--- src/rtl/uart_rx_fifo.sv ---
// uart_rx_fifo: circular byte+error FIFO behind uart_receiver, registered pop, sticky overrun.
// Optional UART_RX_FIFO_THRESH_EN adds parameter THRESH and output thresh_hit.
module uart_rx_fifo #(
  parameter int DEPTH  = 16,
  parameter int ADDR_W = 4
`ifdef UART_RX_FIFO_THRESH_EN
  ,
  parameter int THRESH = DEPTH / 2
`endif
) (
  input  logic              clk,
  input  logic              rst,
  input  logic [7:0]        rx_data,
  input  logic              rx_ready,
  input  logic              rx_error,
  input  logic              rd_en,
  output logic [7:0]        rd_data,
  output logic              rd_err,
  output logic              rd_valid,
  output logic              empty,
  output logic              full,
  output logic [ADDR_W:0]   count,
  output logic              overrun,
  input  logic              ovr_clr
`ifdef UART_RX_FIFO_THRESH_EN
  ,
  output logic              thresh_hit
`endif
);

  localparam logic [ADDR_W:0] DEPTH_C = (ADDR_W+1)'(DEPTH);
  localparam logic [ADDR_W:0] ONE_C   = (ADDR_W+1)'(1);

  logic [8:0]        mem [DEPTH];
  logic [ADDR_W-1:0] wr_ptr;
  logic [ADDR_W-1:0] rd_ptr;
  logic              rx_ready_q;
  logic              wr;
  logic              push;
  logic              pop;
  logic              drop;
  logic [ADDR_W:0]   count_n;

  assign wr   = rx_ready & ~rx_ready_q;
  assign pop  = rd_en & ~empty;
  // At full a same-cycle pop frees the slot, so the push is kept
  assign push = wr & (~full | rd_en);
  assign drop = wr & full & ~rd_en;

  always_comb begin
    count_n = count;
    if (push && !pop)
      count_n = count + ONE_C;
    else if (pop && !push)
      count_n = count - ONE_C;
  end

  always_ff @(posedge clk) begin
    if (push)
      mem[wr_ptr] <= {rx_error, rx_data};
  end

  always_ff @(posedge clk or posedge rst) begin
    if (rst) begin
      rx_ready_q <= 1'b0;
      wr_ptr     <= '0;
      rd_ptr     <= '0;
      count      <= '0;
      empty      <= 1'b1;
      full       <= 1'b0;
      rd_data    <= 8'h00;
      rd_err     <= 1'b0;
      rd_valid   <= 1'b0;
      overrun    <= 1'b0;
    end else begin
      rx_ready_q <= rx_ready;
      rd_valid   <= pop;
      count      <= count_n;
      empty      <= (count_n == '0);
      full       <= (count_n == DEPTH_C);
      if (push)
        wr_ptr <= wr_ptr + ADDR_W'(1);
      if (pop) begin
        {rd_err, rd_data} <= mem[rd_ptr];
        rd_ptr            <= rd_ptr + ADDR_W'(1);
      end
      if (drop)
        overrun <= 1'b1;
      else if (ovr_clr)
        overrun <= 1'b0;
    end
  end

`ifdef UART_RX_FIFO_THRESH_EN
  localparam logic [ADDR_W:0] THRESH_C = (ADDR_W+1)'(THRESH);

  always_ff @(posedge clk or posedge rst) begin
    if (rst)
      thresh_hit <= 1'b0;
    else
      thresh_hit <= (count_n >= THRESH_C);
  end
`endif

endmodule
--- config.mk ---
export PLATFORM = sky130hd
export DESIGN_NAME = uart_rx_fifo
export DESIGN_NICKNAME = d
export VERILOG_FILES = /design/src/rtl/uart_rx_fifo.sv
export SDC_FILE = /design/constraint.sdc
export NUM_CORES = 1
export LEC_CHECK = 0
export CAP_MARGIN = 0
export CORE_ASPECT_RATIO = 0.7
export CORE_MARGIN = 5
export CORE_UTILIZATION = 35
export CTS_CLUSTER_SIZE = 10
export DETAILED_ROUTE_END_ITERATION = 8
export GPL_ROUTABILITY_DRIVEN = 0
export PLACE_DENSITY = 0.53
export SETUP_SLACK_MARGIN = 0.02
export SLEW_MARGIN = 10
export SYNTH_ARGS = -nofsm -noshare
export SYNTH_HDL_FRONTEND = slang
export SYNTH_SLANG_ARGS = --single-unit
--- constraint.sdc ---
create_clock -name clk -period 2.09 [get_ports clk]
set_clock_uncertainty 0.05 [all_clocks]
set_input_delay 0.418 -clock clk [delete_from_list [all_inputs] [get_ports clk]]
set_output_delay 0.418 -clock clk [all_outputs]
set_load 0.05 [all_outputs]
==> flow_metrics.env <==
export IMPL_status="finished clean"
export IMPL_preCtsSetupSlack_ps=-279
export IMPL_clk_latency_ps=420
export IMPL_cp_required_ps=2350
export IMPL_cts_made_buffers=17
export IMPL_critPathArrivalTime_ps=2270
export IMPL_ys_seq_elements=171
export IMPL_dieArea_mm2=0.0226
export IMPL_rows=42
export IMPL_period_share_pct=96.6
export IMPL_path_class="flip-flop to flip-flop"
export IMPL_grt_ovfl_total=0
export IMPL_fp_dieH_um=127
export IMPL_drc=0
export IMPL_syn_num_nets=368
export IMPL_vias=3455
export IMPL_gr_usage_all_layers_pct=13.2
export IMPL_clockBufferDepth=2
export IMPL_h_tree_depth=4
export IMPL_fin_nets=453
export IMPL_synth_cells=347
export IMPL_max_cap_viol_count=0
export IMPL_yosysSeqAreaShare_pct=72.9
export IMPL_grt_first_pass_wirelength_um=21600
export IMPL_layout_drive_gt1_share_pct=31.3
export IMPL_power_density_mw_per_mm2=1310
export IMPL_antenna_found_initial=0
export IMPL_dr_pass1_iters=4
export IMPL_core_area_mm2=0.0191
export IMPL_synthesis_yosys_warnings=0
export IMPL_drt_iter0_markers=281
export IMPL_synthArstFlopShare_pct=15.8
export IMPL_cts_root_buffer="clkbuf_16"
export IMPL_ant_nets=0
export IMPL_period_needed_ps=2020
export IMPL_layout_setup_ws_ps=71.9
export IMPL_dp_hpwl_um=9360
export IMPL_fin_cells=708
export IMPL_holdBufCountCts=0
export IMPL_start_kind="flip-flop"
export IMPL_vdd_drop_max_mv=0.528
export IMPL_grt_setup_unrepaired="true"
export IMPL_rrSetupSlack_ps=70
export IMPL_drv_slew=0
export IMPL_worst_pin_slew_ps=602
export IMPL_syn_to_final_growth_pct=25.0
export IMPL_layout_commonest_cell="edfxtp_1"
export IMPL_p_total_mw=11.3
export IMPL_synth_cell_types=42
export IMPL_cts_tree="yes"
export IMPL_grt_max_degree=40
export IMPL_setup_viol=0
export IMPL_grt_pass1_vias=3541
export IMPL_slew_headroom_pct=59.7
export IMPL_syn_avg_cell_area_um2=19.8
export IMPL_io_buffers=31
export IMPL_wl_per_cell_um=20.1
export IMPL_whs_ps=257
export IMPL_viasPerCell=4.88
export IMPL_final_cell_mix="edfxtp_1 (144), buf_4 (39), mux4_2 (34), dfrtp_1 (25), buf_12 (20)"
export IMPL_hold_violations=0
export IMPL_path_max_fanout=7
export IMPL_synth_top_cell_by_area="edfxtp_1"
export IMPL_synth_edf_count=144
export IMPL_hold_path_class="input pin to async pin"
export IMPL_synth_top_area_share_pct=63.0
export IMPL_path_clk_slew_ps=70
export IMPL_die_w_um=177
export IMPL_yosys_top_cells_area="edfxtp_1 (63%), mux4_2 (11%), dfrtp_1 (9.5%)"
export IMPL_start_util_pct=36.0
export IMPL_cp_end_kind="flip-flop"
export IMPL_synth_ff_type="edfxtp_1"
export IMPL_fmax_mhz=496
export IMPL_clock_sinks=171
export IMPL_antenna_cells=0
export IMPL_final_core_util_pct=45.0
export IMPL_synth_area_mm2=0.00686
export IMPL_leakagePower_nw=2.98
export IMPL_placed_cells=667
export IMPL_routed_wl_um=14200
export IMPL_io_pins=32
-- cell families (layout without fill, tap and decap cells) --
| group | Yosys count | in the layout | share of synthesized area (%) |
|---|---|---|---|
| muxes | 54 | 54 | 14.7 |
| adders and majority gates | 7 | 7 | 1.28 |
| xor gates and xnor gates | 9 | 9 | 1.15 |
| buffers and inverters | 25 | 122 | 2.15 |
| AOI/OAI and AO/OA | 23 | 23 | 2.77 |
| DFF | 171 | 171 | 72.9 |
| and+or+nand+nor | 58 | 58 | 5.09 |
-- worst max-delay path, stage by stage, from the launching register on --
cell and delay, ps:
dfrtp_2 450, buf_4 230, mux4_1 590, mux2_2 300
a221o_1 290
-- metrics by stage --
stage / setup TNS (ps) / area [um2]
global route: 0 / 8580
CTS: 0 / 8500
global placement: -25930 / 7950
floorplan: 0 / 6870
detailed placement: -22690 / 7950
finish: 0 / 8580
-- Yosys cell counts, types with 7 or more instances --
cell type,n
xnor2_1,9
buf_2,7
mux2i_1,9
dfrtp_1,26
nand2_1,7
mux2_2,9
edfxtp_1,144
nor3_1,10
mux4_2,34
and2_1,14
a221o_1,9
ha_1,7
-- power breakdown --
| group | switching [mW] | internal [mW] |
|---|---|---|
| logic | 2.00 | 1.81 |
| clock network | 1.29 | 1.76 |
| registers | 0.311 | 4.09 |
| total | 3.61 | 7.65 |
-- registers in the layout (all words and copies together), names as in the netlist --
signal,count
count,5
empty,1
rd_data,8
overrun,1
wr_ptr,4
rd_ptr,4
rd_err,1
full,1
rx_ready_q,1
rd_valid,1
mem,144
-- final timing paths --
kind                                        start                endpoint  cells past startpoint
hold reg to reg            rd_data[0]$_DFFE_PP0P_  rd_data[0]$_DFFE_PP0P_                      1
setup / recovery            rd_ptr[0]$_DFFE_PP0P_  rd_data[7]$_DFFE_PP0P_                      4
min in group clk                         rx_ready    rx_ready_q$_DFF_PP0_                      1
max in group asynchronous                     rst   rd_ptr[0]$_DFFE_PP0P_                      3
setup reg to reg            rd_ptr[0]$_DFFE_PP0P_  rd_data[7]$_DFFE_PP0P_                      4
hold / removal                                rst    rx_ready_q$_DFF_PP0_                      2
-- layout make-up --
class / count / area, um2
clock inverter: 13 / 140
timing repair buffer: 84 / 935
multi-input combinational: 151 / 1720
tap: 264 / 330
inverter: 7 / 28.8
sequential: 171 / 5000
clock buffer: 18 / 429
fill: 1661 / 10500
-- what timing repair did --
action,in CTS,in global routing
gates cloned,0,0
pin swaps,0,0
setup endpoints to repair,10,3
setup buffers,0,10
resized for setup,10,2
-- per-layer routing --
metal	track usage [%]	up-vias	routed length, um
li1	-	1583	-
met1	18.8	1781	6670
met2	19.9	79	6470
met3	3.72	12	933
met4	4.23	0	138
met5	0	-	0
No activity file was read; power rests on OpenSTA's default activity.
